### src/rtl/lt24_bus_decoder.sv
// lt24_bus_decoder: passive decoder of the LT24 (ILI9341) 16-bit write bus: commands, address window, pixel strobes.
// Optional: define LT24_DECODER_CHECKSUM_EN to add the frame_sum output (wrapping sum of pixel data per frame).
module lt24_bus_decoder #(
    parameter int WIDTH_DEF  = 240,
    parameter int HEIGHT_DEF = 320
) (
    input  logic        clock,
    input  logic        reset_n,
    input  logic        LT24CS_n,
    input  logic        LT24Wr_n,
    input  logic        LT24Rd_n,
    input  logic        LT24RS,
    input  logic        LT24Reset_n,
    input  logic [15:0] LT24Data,
    output logic        cmd_valid,
    output logic [7:0]  cmd_code,
    output logic        pixel_valid,
    output logic [8:0]  pixel_x,
    output logic [8:0]  pixel_y,
    output logic [15:0] pixel_data,
    output logic        frame_done,
`ifdef LT24_DECODER_CHECKSUM_EN
    output logic [15:0] frame_sum,
`endif
    output logic        protocol_error
);

    typedef enum logic [2:0] {IDLE, CASET, PASET, RAMWR, SKIP} state_t;

    localparam logic [7:0]  CMD_CASET  = 8'h2A;
    localparam logic [7:0]  CMD_PASET  = 8'h2B;
    localparam logic [7:0]  CMD_RAMWR  = 8'h2C;
    localparam logic [7:0]  CMD_RAMWRC = 8'h3C;
    localparam logic [15:0] X_LIM      = 16'(WIDTH_DEF);
    localparam logic [15:0] Y_LIM      = 16'(HEIGHT_DEF);
    localparam logic [15:0] XE_DEF     = 16'(WIDTH_DEF - 1);
    localparam logic [15:0] YE_DEF     = 16'(HEIGHT_DEF - 1);

    state_t      state_q;
    logic        cs_n_q;
    logic        wr_n_q;
    logic        rd_n_q;
    logic        rs_q;
    logic        lrst_n_q;
    logic [15:0] data_q;

    logic [1:0]  pcnt_q;
    logic [7:0]  p0_q;
    logic [7:0]  p1_q;
    logic [7:0]  p2_q;

    logic [15:0] xs_q;
    logic [15:0] xe_q;
    logic [15:0] ys_q;
    logic [15:0] ye_q;
    logic        xv_q;
    logic        yv_q;
    logic [15:0] pos_x_q;
    logic [15:0] pos_y_q;
    logic [15:0] pos_x_d;
    logic [15:0] pos_y_d;

    logic        cmd_valid_q;
    logic [7:0]  cmd_code_q;
    logic        pixel_valid_q;
    logic [8:0]  pix_x_q;
    logic [8:0]  pix_y_q;
    logic [15:0] pix_data_q;
    logic        frame_done_q;
    logic        err_q;

    logic        wr_evt;
    logic [15:0] par_start;
    logic [15:0] par_end;
    logic        x_ok;
    logic        y_ok;
    logic        last_col;
    logic        last_row;

`ifdef LT24_DECODER_CHECKSUM_EN
    logic [15:0] sum_acc_q;
    logic [15:0] sum_acc_d;
    logic [15:0] frame_sum_q;
    assign sum_acc_d = sum_acc_q + data_q;
    assign frame_sum = frame_sum_q;
`endif

    // A write event is the rising edge of Wr_n seen between the input register and the pin.
    assign wr_evt    = ~wr_n_q & LT24Wr_n & ~cs_n_q;
    assign par_start = {p0_q, p1_q};
    assign par_end   = {p2_q, data_q[7:0]};
    assign x_ok      = (par_start <= par_end) && (par_end < X_LIM);
    assign y_ok      = (par_start <= par_end) && (par_end < Y_LIM);
    assign last_col  = (pos_x_q == xe_q);
    assign last_row  = (pos_y_q == ye_q);
    assign pos_x_d   = last_col ? xs_q : pos_x_q + 16'd1;
    assign pos_y_d   = last_col ? (last_row ? ys_q : pos_y_q + 16'd1) : pos_y_q;

    assign cmd_valid      = cmd_valid_q;
    assign cmd_code       = cmd_code_q;
    assign pixel_valid    = pixel_valid_q;
    assign pixel_x        = pix_x_q;
    assign pixel_y        = pix_y_q;
    assign pixel_data     = pix_data_q;
    assign frame_done     = frame_done_q;
    assign protocol_error = err_q;

    always_ff @(posedge clock or negedge reset_n) begin
        if (!reset_n) begin
            state_q       <= IDLE;
            cs_n_q        <= 1'b1;
            wr_n_q        <= 1'b1;
            rd_n_q        <= 1'b1;
            rs_q          <= 1'b0;
            lrst_n_q      <= 1'b1;
            data_q        <= 16'h0000;
            pcnt_q        <= 2'd0;
            p0_q          <= 8'h00;
            p1_q          <= 8'h00;
            p2_q          <= 8'h00;
            xs_q          <= 16'h0000;
            xe_q          <= XE_DEF;
            ys_q          <= 16'h0000;
            ye_q          <= YE_DEF;
            xv_q          <= 1'b1;
            yv_q          <= 1'b1;
            pos_x_q       <= 16'h0000;
            pos_y_q       <= 16'h0000;
            cmd_valid_q   <= 1'b0;
            cmd_code_q    <= 8'h00;
            pixel_valid_q <= 1'b0;
            pix_x_q       <= 9'd0;
            pix_y_q       <= 9'd0;
            pix_data_q    <= 16'h0000;
            frame_done_q  <= 1'b0;
            err_q         <= 1'b0;
`ifdef LT24_DECODER_CHECKSUM_EN
            sum_acc_q     <= 16'h0000;
            frame_sum_q   <= 16'h0000;
`endif
        end else begin
            cs_n_q        <= LT24CS_n;
            wr_n_q        <= LT24Wr_n;
            rd_n_q        <= LT24Rd_n;
            rs_q          <= LT24RS;
            lrst_n_q      <= LT24Reset_n;
            data_q        <= LT24Data;
            cmd_valid_q   <= 1'b0;
            pixel_valid_q <= 1'b0;
            frame_done_q  <= 1'b0;

            // Panel reset overrides any write event detected in the same cycle.
            if (!lrst_n_q) begin
                state_q <= IDLE;
                pcnt_q  <= 2'd0;
                xs_q    <= 16'h0000;
                xe_q    <= XE_DEF;
                ys_q    <= 16'h0000;
                ye_q    <= YE_DEF;
                xv_q    <= 1'b1;
                yv_q    <= 1'b1;
                pos_x_q <= 16'h0000;
                pos_y_q <= 16'h0000;
                pix_x_q <= 9'd0;
                pix_y_q <= 9'd0;
                err_q   <= 1'b0;
`ifdef LT24_DECODER_CHECKSUM_EN
                sum_acc_q   <= 16'h0000;
                frame_sum_q <= 16'h0000;
`endif
            end else if (wr_evt) begin
                if (!rd_n_q) begin
                    err_q <= 1'b1;
                end
                if (!rs_q) begin
                    cmd_valid_q <= 1'b1;
                    cmd_code_q  <= data_q[7:0];
                    pcnt_q      <= 2'd0;
                    case (data_q[7:0])
                        CMD_CASET:  state_q <= CASET;
                        CMD_PASET:  state_q <= PASET;
                        CMD_RAMWR: begin
                            state_q <= RAMWR;
                            pos_x_q <= xs_q;
                            pos_y_q <= ys_q;
                            pix_x_q <= xs_q[8:0];
                            pix_y_q <= ys_q[8:0];
                        end
                        CMD_RAMWRC: state_q <= RAMWR;
                        default:    state_q <= SKIP;
                    endcase
                end else begin
                    case (state_q)
                        CASET, PASET: begin
                            pcnt_q <= pcnt_q + 2'd1;
                            case (pcnt_q)
                                2'd0: p0_q <= data_q[7:0];
                                2'd1: p1_q <= data_q[7:0];
                                2'd2: p2_q <= data_q[7:0];
                                default: begin
                                    // An out-of-range window is still committed; it only blocks pixels.
                                    state_q <= IDLE;
                                    if (state_q == CASET) begin
                                        xs_q <= par_start;
                                        xe_q <= par_end;
                                        xv_q <= x_ok;
                                        if (!x_ok) err_q <= 1'b1;
                                    end else begin
                                        ys_q <= par_start;
                                        ye_q <= par_end;
                                        yv_q <= y_ok;
                                        if (!y_ok) err_q <= 1'b1;
                                    end
                                end
                            endcase
                        end
                        RAMWR: begin
                            if (xv_q && yv_q) begin
                                pixel_valid_q <= 1'b1;
                                pix_x_q       <= pos_x_q[8:0];
                                pix_y_q       <= pos_y_q[8:0];
                                pix_data_q    <= data_q;
                                frame_done_q  <= last_col && last_row;
                                pos_x_q       <= pos_x_d;
                                pos_y_q       <= pos_y_d;
`ifdef LT24_DECODER_CHECKSUM_EN
                                if (last_col && last_row) begin
                                    frame_sum_q <= sum_acc_d;
                                    sum_acc_q   <= 16'h0000;
                                end else begin
                                    sum_acc_q   <= sum_acc_d;
                                end
`endif
                            end else begin
                                err_q <= 1'b1;
                            end
                        end
                        default: ;
                    endcase
                end
            end
        end
    end

endmodule

### config.mk
export PLATFORM = sky130hd
export DESIGN_NAME = lt24_bus_decoder
export DESIGN_NICKNAME = d
export VERILOG_FILES = /design/src/rtl/lt24_bus_decoder.sv
export SDC_FILE = /design/constraint.sdc
export NUM_CORES = 1
export LEC_CHECK = 0
export CAP_MARGIN = 10
export CELL_PAD_IN_SITES_DETAIL_PLACEMENT = 0
export CELL_PAD_IN_SITES_GLOBAL_PLACEMENT = 2
export CORE_MARGIN = 1
export CORE_UTILIZATION = 38
export CTS_CLUSTER_DIAMETER = 80
export DETAILED_ROUTE_END_ITERATION = 8
export HOLD_SLACK_MARGIN = 0.08
export PLACE_DENSITY = 0.81
export SLEW_MARGIN = 20
export SYNTH_ARGS = -nofsm -noshare
export SYNTH_HDL_FRONTEND = slang
export SYNTH_SLANG_ARGS = --single-unit
### constraint.sdc
create_clock -name clock -period 2.5 [get_ports clock]
set_input_delay 0.375 -clock clock [delete_from_list [all_inputs] [get_ports clock]]
set_output_delay 0.375 -clock clock [all_outputs]
set_load 0.01 [all_outputs]
---- Yosys cells after proc, flatten, opt, wreduce, memory -nomap -nowiden ----
Cells that the tools add are included.
word-level totals
  register bits ........................... 194
  input bits .............................. 23
cells by class
  add/sub/neg operators ................... 3
  order comparisons ....................... 3
  equal/unequal tests ..................... 23
  muxes and demuxes ....................... 96
  bitwise gates (word level) .............. 5
  reduce and logical (&&, ||, !) cells .... 19
operator list
  cell                                                         count
  2-to-1 mux 16 bit                                            39
  2-to-1 mux 9 bit                                             12
  AND reduction 5 bit                                          7
  2-to-1 mux 1 bit                                             34
  adder 16 x 1 -> 16 bit, second input constant                2
  equality test 16 bit                                         2
  equality test 8 x 6 -> 1 bit, second input constant          4
  <= comparator 16 bit                                         1
  less-than comparator 16 x 8 -> 1 bit, second input constant  1
  less-than comparator 16 x 9 -> 1 bit, second input constant  1
  2-to-1 mux 3 bit                                             5
  != test 3 x 2 -> 1 bit, second input constant                5
  one-hot mux 3 bit (3 select lines)                           1
  2-to-1 mux 2 bit                                             4
  equality test 3 x 2 -> 1 bit, second input constant          2
  != test 2 x 1 -> 1 bit, second input constant                3
  != test 2 bit, second input constant                         3
  AND reduction 3 bit                                          2
  logical AND 1 bit                                            4
  AND reduction 4 bit                                          1
  OR reduction 2 bit                                           2
  equality test 3 x 1 -> 1 bit, second input constant          1
  != test 3 bit, second input constant                         1
  inverter 1 bit                                               3
  other kinds (8)                                              9

---- Logic depth before layout (Yosys ltp) ----
Gate-level depths: netlist of the first run.
  depth after elaboration ................. 9
  mapped depth ............................ 9
  depth with buffers taken out ............ 8

---- Worst setup path before layout of the first run ----
No wires, ideal clock.
  path type ............................... reg-to-reg
  start point ............................. register rs_q
  end point ............................... register pos_y_q[8]
  data arrival time ....................... 2.029 ns
  required time ........................... 2.373 ns
  path slack .............................. 0.344 ns
  stages on the path, launching flop included .. 9
  buffers on the path ..................... 2
  clock period less this slack ............ 2.156 ns
  cell sequence ........................... dfrtp_1 -> buf_6 -> or4b_1 -> o32ai_4 -> a21oi_2 -> a31o_2 -> buf_6 -> a21oi_1 -> o22ai_1
between the ends
  cells in the longest elaborated chain, start to end .. 3
  elaborated cells on any way between the ends .. 8
ends and longest elaborated chain
  what                    RTL line  text
  from (decl)             43        logic rs_q;
  from (signal assigned)  114       rs_q <= 1'b0;
  from (signal assigned)  145       rs_q <= LT24RS;
  2-to-1 mux 16 bit       175       if (!rs_q) begin
  2-to-1 mux 16 bit       171       end else if (wr_evt) begin
  2-to-1 mux 16 bit       153       if (!lrst_n_q) begin
  to (signal assigned)    185       pos_y_q <= ys_q;
  to (signal assigned)    225       pos_y_q <= pos_y_d;
  to (decl)               59        logic [15:0] pos_y_q;
Parallel ways exist; a longest one is shown, timed or not. The select of a mux whose other input is x is not followed.
A chain may end at the register's enable or synchronous reset.

---- Worst setup path in the final report of the first run ----
  start point ............................. register xe_q[6]
  end point ............................... register pos_y_q[6]
between the ends
  cells in the longest elaborated chain, start to end .. 3
ends and longest elaborated chain
  what                                     RTL line  text
  from (decl)                              53        logic [15:0] xe_q;
  from (signal assigned)                   205       xe_q <= par_end;
  equality test 16 bit                     94        assign last_col = (pos_x_q == xe_q);
  != test 3 x 2 -> 1 bit (no source line)  -
  AND reduction 5 bit (no source line)     -
No other way between the ends.

==> impl_metrics.ini, run 1 <==
[status]
status = complete, no violations

[global_routing]
grt_pass1_wl_mm = 40.12
grt_antenna_before_repair = 2
grt_max_degree = 68
grt_pass1_vias = 6937
grt-ovfl-total = 0
grt_use_total_pct = 21.77

[timing]
slew_viol_final = 0
fin_setup_tns_ns = 0
fin_crit_sh_pct = 95.12
setup_viol = 0
maxSlewHeadroom_pct = 58.56
finalHoldViolCount = 0
rsz0062_at_grt = false
skew_ns = 0.01032
fmax_ghz = 0.4205
tightest_slew_ns = 0.6159
hold_slack_ns = 0.3410
min_period_ns = 2.378

[logic_synthesis]
synthFlopType = dfrtp_1
syn_area_per_cell_um2 = 9.721
synth_mux_area_share_pct = 3.187
yosys.area_share.simple_pct = 16.15
synth-xor-area-share_pct = 3.173
yosys_warnings = 0
async_flop_share_pct = 100.0
synth_cell_type_count = 62
synth_top_family_by_area = compound AO/OA/AOI/OAI gates
synth_edf_count = 0
seq_area_frac_synth_pct = 53.57
postSynthRegisterBits = 194
syn_inst = 937
synth_compound_area_share_pct = 16.28
synth_fp_nets = 982
syn_area_mm2 = 0.009109
synth_fa_ha_area_share_pct = 3.022

[setup_path]
cp_max_fo = 16
cp_slowest_stage_delay_ns = 0.67
cp-startpoint = xe_q[6]$_DFFE_PN1P_
cp_data_required_time_ns = 2.80
start_kind = flip-flop
critical_path_class = reg2reg
critPathCaptureType = flip-flop
crit_path_cell_trace = xnor2_1, nand4_1, or4_1, a31o_2, o21ai_0, o21ai_0
crit_top_cell = o21ai_0
critPathSlowestCell = or4_1
rr_startpoint = xe_q[6]$_DFFE_PN1P_
worstRegToRegCells = 6
critPathArrivalTime_ns = 2.68

[power]
clockPowerShare_pct = 43.2
p_sw_w = 0.001576
seqPwrFrac_pct = 50.1
p_leak_nw = 4.806
p_total_w = 0.006474
switching_share_pct = 24.34
p_comb_share_pct = 6.7
p_int_w = 0.004898
p_per_area_mw_per_mm2 = 583.7
vdd_drop_max_mv = 0.3848

[clock_tree]
cts_buffers = 17
cts_tree = yes
cts_sinks = 194
cts_setup_buffers = 0
clk_pin_slew_worst_paths_ns = 0.07
clkLatencyLatePin_ns = 0.43
cts_buffer_depth = 2
ctsHtreeMaxLevel = 4
root_buffer = clkbuf_16

[route]
antenna_left = 0
avgViaCountPerCell = 5.267
wl_mm = 25.11
vias = 7142
drc = 0
dr.pass1.iters = 5
wl_per_cell_um = 18.52
drt_iter0_drc = 412

[floorplanning]
die_w_um = 156.8
rows = 56
core_mm2 = 0.02347
initial_core_util_pct = 38.81
io_pins = 69
dieArea_mm2 = 0.02459
die_h_um = 156.8

[final_layout]
final_common_cell = nand2_1
fin_cells = 1356
areaGrowthSynthToFinish_pct = 21.77
drive_above_1_share_pct = 12.64
final_cell_mix = nand2_1 (185), dfrtp_1 (174), a21oi_1 (80)
design_area_mm2 = 0.01109
nNetsFinal = 1068

[placed_design]
gp_congestion = 0.8929
dp.cells = 1322
place_hpwl_mm = 17.59
portBuffers = 68
placed_area_mm2 = 0.01046

[min_path]
min_from = LT24Rd_n
hp-class = in2reg
hold_depth = 1

[run]
maxCapViolCount = 0
## layer usage
metal  share of wire (%)  wire length [µm]  vias to the layer above  track usage [%]
li1                    -                 -                     3468                -
met4                 1.8               444                        0            6.069
met5                   0                 0                        -                0
met2                  45             11410                      180            33.93
met3                 4.6              1157                       24            3.323
met1                  48             12100                     3470            31.25
## synth_stat cells, types with 3 or more instances
cell	number	area, µm²
nand2b_1	3	18.77
o22ai_1	18	112.6
buf_6	4	45.04
nor3_1	18	90.09
nor2_1	22	82.58
mux2i_1	20	200.2
nand3_1	30	150.1
buf_2	6	30.03
a21o_1	5	37.54
ha_1	22	275.3
clkinv_1	5	18.77
nor4_1	16	100.1
or3_1	7	43.79
dfrtp_1	174	4354
mux2_2	8	90.09
nand4_1	14	87.58
and2_1	4	25.02
dfstp_2	20	525.5
clkbuf_1	45	168.9
o21ai_0	59	295.3
o31a_1	3	26.28
o2bb2ai_1	9	78.83
xor2_1	16	140.1
a31oi_1	8	50.05
nor3b_1	4	30.03
a21oi_1	80	400.4
o31ai_1	30	225.2
o211ai_1	9	67.56
nand2_1	185	694.4
inv_1	38	142.6
xnor2_1	17	148.9
## cells by family after synthesis
kind of cell,Yosys count
AO/OA/AOI/OAI,239
XOR/XNOR,33
adder cells (fa/ha/maj),22
buffers and inverters,101
flip-flops,194
multiplexers,28
AND/OR/NAND/NOR,320
## what timing repair did
item,CTS,global route
hold endpoints to repair,28,0
setup endpoints to repair,0,13
gates resized for setup,0,5
hold buffers,1,0
## worst max-delay path: cells and delay by family (launching register included)
kind	cells	cell delay [ns]
AND/OR/NAND/NOR	2	0.80
flip-flops	1	0.56
AO/OA/AOI/OAI	3	0.75
XOR/XNOR	1	0.12
## final timing paths
| check | to | slack (ns) |
|---|---|---|
| min in group asynchronous | pixel_y[5]$_DFFE_PN0P_ | 0.41 |
| max reg2reg | pos_y_q[6]$_DFFE_PN0P_ | 0.12 |
| max in group asynchronous | xe_q[0]$_DFFE_PN1P_ | 1.33 |
| min | rd_n_q$_DFF_PN1_ | 0.34 |
| min reg2reg | ys_q[15]$_DFFE_PN0P_ | 0.47 |
| max | pos_y_q[6]$_DFFE_PN0P_ | 0.12 |
## state kept, by name, indices dropped and copies added (netlist names), 3 cells and up
name,cells
pixel_data,16
p1_q,8
p2_q,8
pos_y_q,16
pixel_x,9
xe_q,16
cmd_code,8
ye_q,16
xs_q,16
state_q,3
ys_q,16
pixel_y,9
data_q,16
pos_x_q,16
p0_q,8
## stage by stage
| stage | util (%) | setup slack, ns |
|---|---|---|
| floorplan | - | 0.3439 |
| global placement | 44.56 | 0.03384 |
| detailed placement | 44.56 | 0.01981 |
| CTS | 47.13 | 0.01225 |
| global route | 47.24 | 0.01845 |
| finish | 47.25 | 0.1221 |
## layout make-up
type	count	area, µm²
Inverter	44	165.2
Antenna cell	1	2.502
Tap cell	319	399.1
Timing Repair Buffer	124	1199
Clock inverter	13	150.1
Fill cell	2300	12380
Multi-Input combinational cell	642	3854
Sequential cell	194	4880
Clock buffer	19	442.9
## power by group through the flow
stage | sequential (W) | combinational (W) | clock, W
final | 0.00324 | 0.000435 | 0.00280
after global routing | 0.00325 | 0.000484 | 0.00300
after CTS | 0.00324 | 0.000443 | 0.00287
after detailed placement | 0.00330 | 0.000440 | 0
after global placement | 0.00330 | 0.000440 | 0
after floorplan | 0.00331 | 0.000169 | 0
Note: power is estimated with default switching activity, not from simulation.
==> inputs of run 2 (changes only) <==
--- a/config.mk
+++ b/config.mk
@@ -12,7 +12,7 @@
 export CORE_UTILIZATION = 38
 export CTS_CLUSTER_DIAMETER = 80
 export DETAILED_ROUTE_END_ITERATION = 8
-export HOLD_SLACK_MARGIN = 0.08
+export HOLD_SLACK_MARGIN = 0.03
 export PLACE_DENSITY = 0.81
 export SLEW_MARGIN = 20
 export SYNTH_ARGS = -nofsm -noshare
==> results of run 2 <==
The final DEF is identical to that of run 1; final timing and power are the same.
==> inputs of run 3 (changes only) <==
==> constraint.sdc (replaced) <==
create_clock -name clock -period 2.4 [get_ports clock]
set_input_delay 0.36 -clock clock [delete_from_list [all_inputs] [get_ports clock]]
set_output_delay 0.36 -clock clock [all_outputs]
set_load 0.01 [all_outputs]
==> run 3 against run 2 <==
Against the previous run:
- power is 4.0% higher
- combinational power is 9.7% higher
- via count is 2.2% higher
- critical endpoint is now pos_y_q[8]$_DFFE_PN0P_
- cell area is 1.9% higher
- sequential share of layout area is 0.81 points lower
- setup slack worse by 0.034 ns
- sequential power is 4% higher
- wire length is 4.0% higher
- die area stayed put
==> impl_metrics.ini, run 3 (synthesis gave the netlist of run 1 again) <==
[status]
status = complete, no violations

[clock_tree]
cts_buffer_depth = 2
cts_tree = yes
clk_pin_slew_worst_paths_ns = 0.07
ctsHtreeMaxLevel = 4
cts_sinks = 194
clkLatencyLatePin_ns = 0.43
cts_buffers = 17
root_buffer = clkbuf_16

[timing]
hold_slack_ns = 0.3229
maxSlewHeadroom_pct = 54.44
min_period_ns = 2.312
fin_setup_tns_ns = 0
rsz0062_at_grt = false
fin_crit_sh_pct = 96.33
skew_ns = 0.009336
setup_viol = 0
finalHoldViolCount = 0
slew_viol_final = 0
tightest_slew_ns = 0.6746
fmax_ghz = 0.4325

[final_layout]
regArea_mm2 = 0.004880
multi_input_area_mm2 = 0.003915
areaGrowthSynthToFinish_pct = 24.07
nNetsFinal = 1088
final_common_cell = nand2_1
n_fill_cell = 2271
final_cell_mix = nand2_1 (185), dfrtp_1 (174), a21oi_1 (80)
drive_above_1_share_pct = 14.68
diodes = 0
design_area_mm2 = 0.01130

[run]
maxCapViolCount = 0

[min_path]
hold_depth = 1
worstHoldEndpoint = lrst_n_q$_DFF_PN1_
min_from = LT24Reset_n
hp-class = in2reg

[power]
p_leak_nw = 4.913
p_per_area_mw_per_mm2 = 595.8
vdd_drop_max_mv = 0.4150

[global_routing]
grt_use_total_pct = 22.72
grt_pass1_wl_mm = 41.95
grt_pass1_vias = 7378
grt_max_degree = 55
grt-ovfl-total = 0
grt_antenna_before_repair = 0

[route]
dr.pass1.iters = 5
vias = 7297
drc = 0
wl_mm = 26.13
antenna_left = 0
avgViaCountPerCell = 5.307
wl_per_cell_um = 19.00
drt_iter0_drc = 439

[setup_path]
crit_buf_inv = 2
crit_path_cell_trace = xnor2_1, nand4_1, buf_4, o41a_1, nor3_4, buf_6, a21oi_1, o22ai_1
critPathSlowestCell = o41a_1
critPathArrivalTime_ns = 2.66
worstRegToRegCells = 8
critPathCaptureType = flip-flop
r2r_slack_ns = 0.09
rr_startpoint = pos_x_q[14]$_DFFE_PN0P_
critical_path_class = reg2reg
start_kind = flip-flop
reg2reg_to = pos_y_q[8]$_DFFE_PN0P_
cp_slowest_stage_delay_ns = 0.50
cp_data_required_time_ns = 2.74
crit_family = compound AO/OA/AOI/OAI gates
cp_max_fo = 12

[floorplanning]
initial_core_util_pct = 38.81
rows = 56
die_h_um = 156.8
dieArea_mm2 = 0.02459
die_w_um = 156.8
core_mm2 = 0.02347
io_pins = 69

[placed_design]
placed_area_mm2 = 0.01061
place_hpwl_mm = 18.46
gp_congestion = 0.8677
portBuffers = 68
[run 3: per-layer routing]
metal / global-route usage, % / vias up / routed length, µm
met4: 6.909 / 0 / 496
met3: 4.597 / 28 / 1209
met1: 30.51 / 3597 / 12270
met2: 36.78 / 173 / 12160
met5: 0 / - / 0
li1: - / 3499 / -
[run 3: area by class of cell]
cell class,instances,area share [%]
flip-flops and latches,194,43.18
repair buffers,144,12.05
inverters,44,1.461
well taps,319,3.532
clock buffers,18,3.798
multi-input cells,642,34.64
clock inverters,14,1.340
[run 3: timing repair]
item	in CTS	in global routing
setup endpoints to repair	16	23
gates resized for setup	5	9
hold endpoints to repair	30	0
hold buffers	1	0
pin swaps	1	1
buffers inserted	1	0
[run 3: worst max-delay path by stage]
stage	start	end	slack (ns)	depth (start not counted)
after floorplan	rs_q$_DFF_PN0_	pos_y_q[8]$_DFFE_PN0P_	0.24	8
after detailed placement	pos_y_q[7]$_DFFE_PN0P_	pos_y_q[6]$_DFFE_PN0P_	-0.15	7
final	pos_x_q[14]$_DFFE_PN0P_	pos_y_q[8]$_DFFE_PN0P_	0.09	8
after CTS	pos_y_q[1]$_DFFE_PN0P_	pos_y_q[6]$_DFFE_PN0P_	0.02	8
after global placement	pos_y_q[1]$_DFFE_PN0P_	pos_y_q[10]$_DFFE_PN0P_	-0.20	8
after global routing	data_q[6]$_DFF_PN0_	pos_y_q[2]$_DFFE_PN0P_	0.008	7
[run 3: report_power, final]
part           internal [W]  switching (W)  leakage, nW
logic              0.000181       0.000296         2.04
clock network       0.00155        0.00133        0.282
registers           0.00334      0.0000372         2.59
total               0.00507        0.00166         4.91
[run 3: stage by stage]
stage / instances / util, % / worst slack, ns / total power, W
6_report: 1375 / 48.14 / 0.08800 / 0.006733
5_1_grt: 1375 / 48.14 / 0.007889 / 0.006969
4_1_cts: 1375 / 47.90 / 0.02234 / 0.006787
3_5_place_dp: 1341 / 45.22 / -0.1462 / 0.003906
3_3_place_gp: 1341 / 45.22 / -0.1995 / 0.003906
2_1_floorplan: 937 / - / 0.2439 / 0.003622
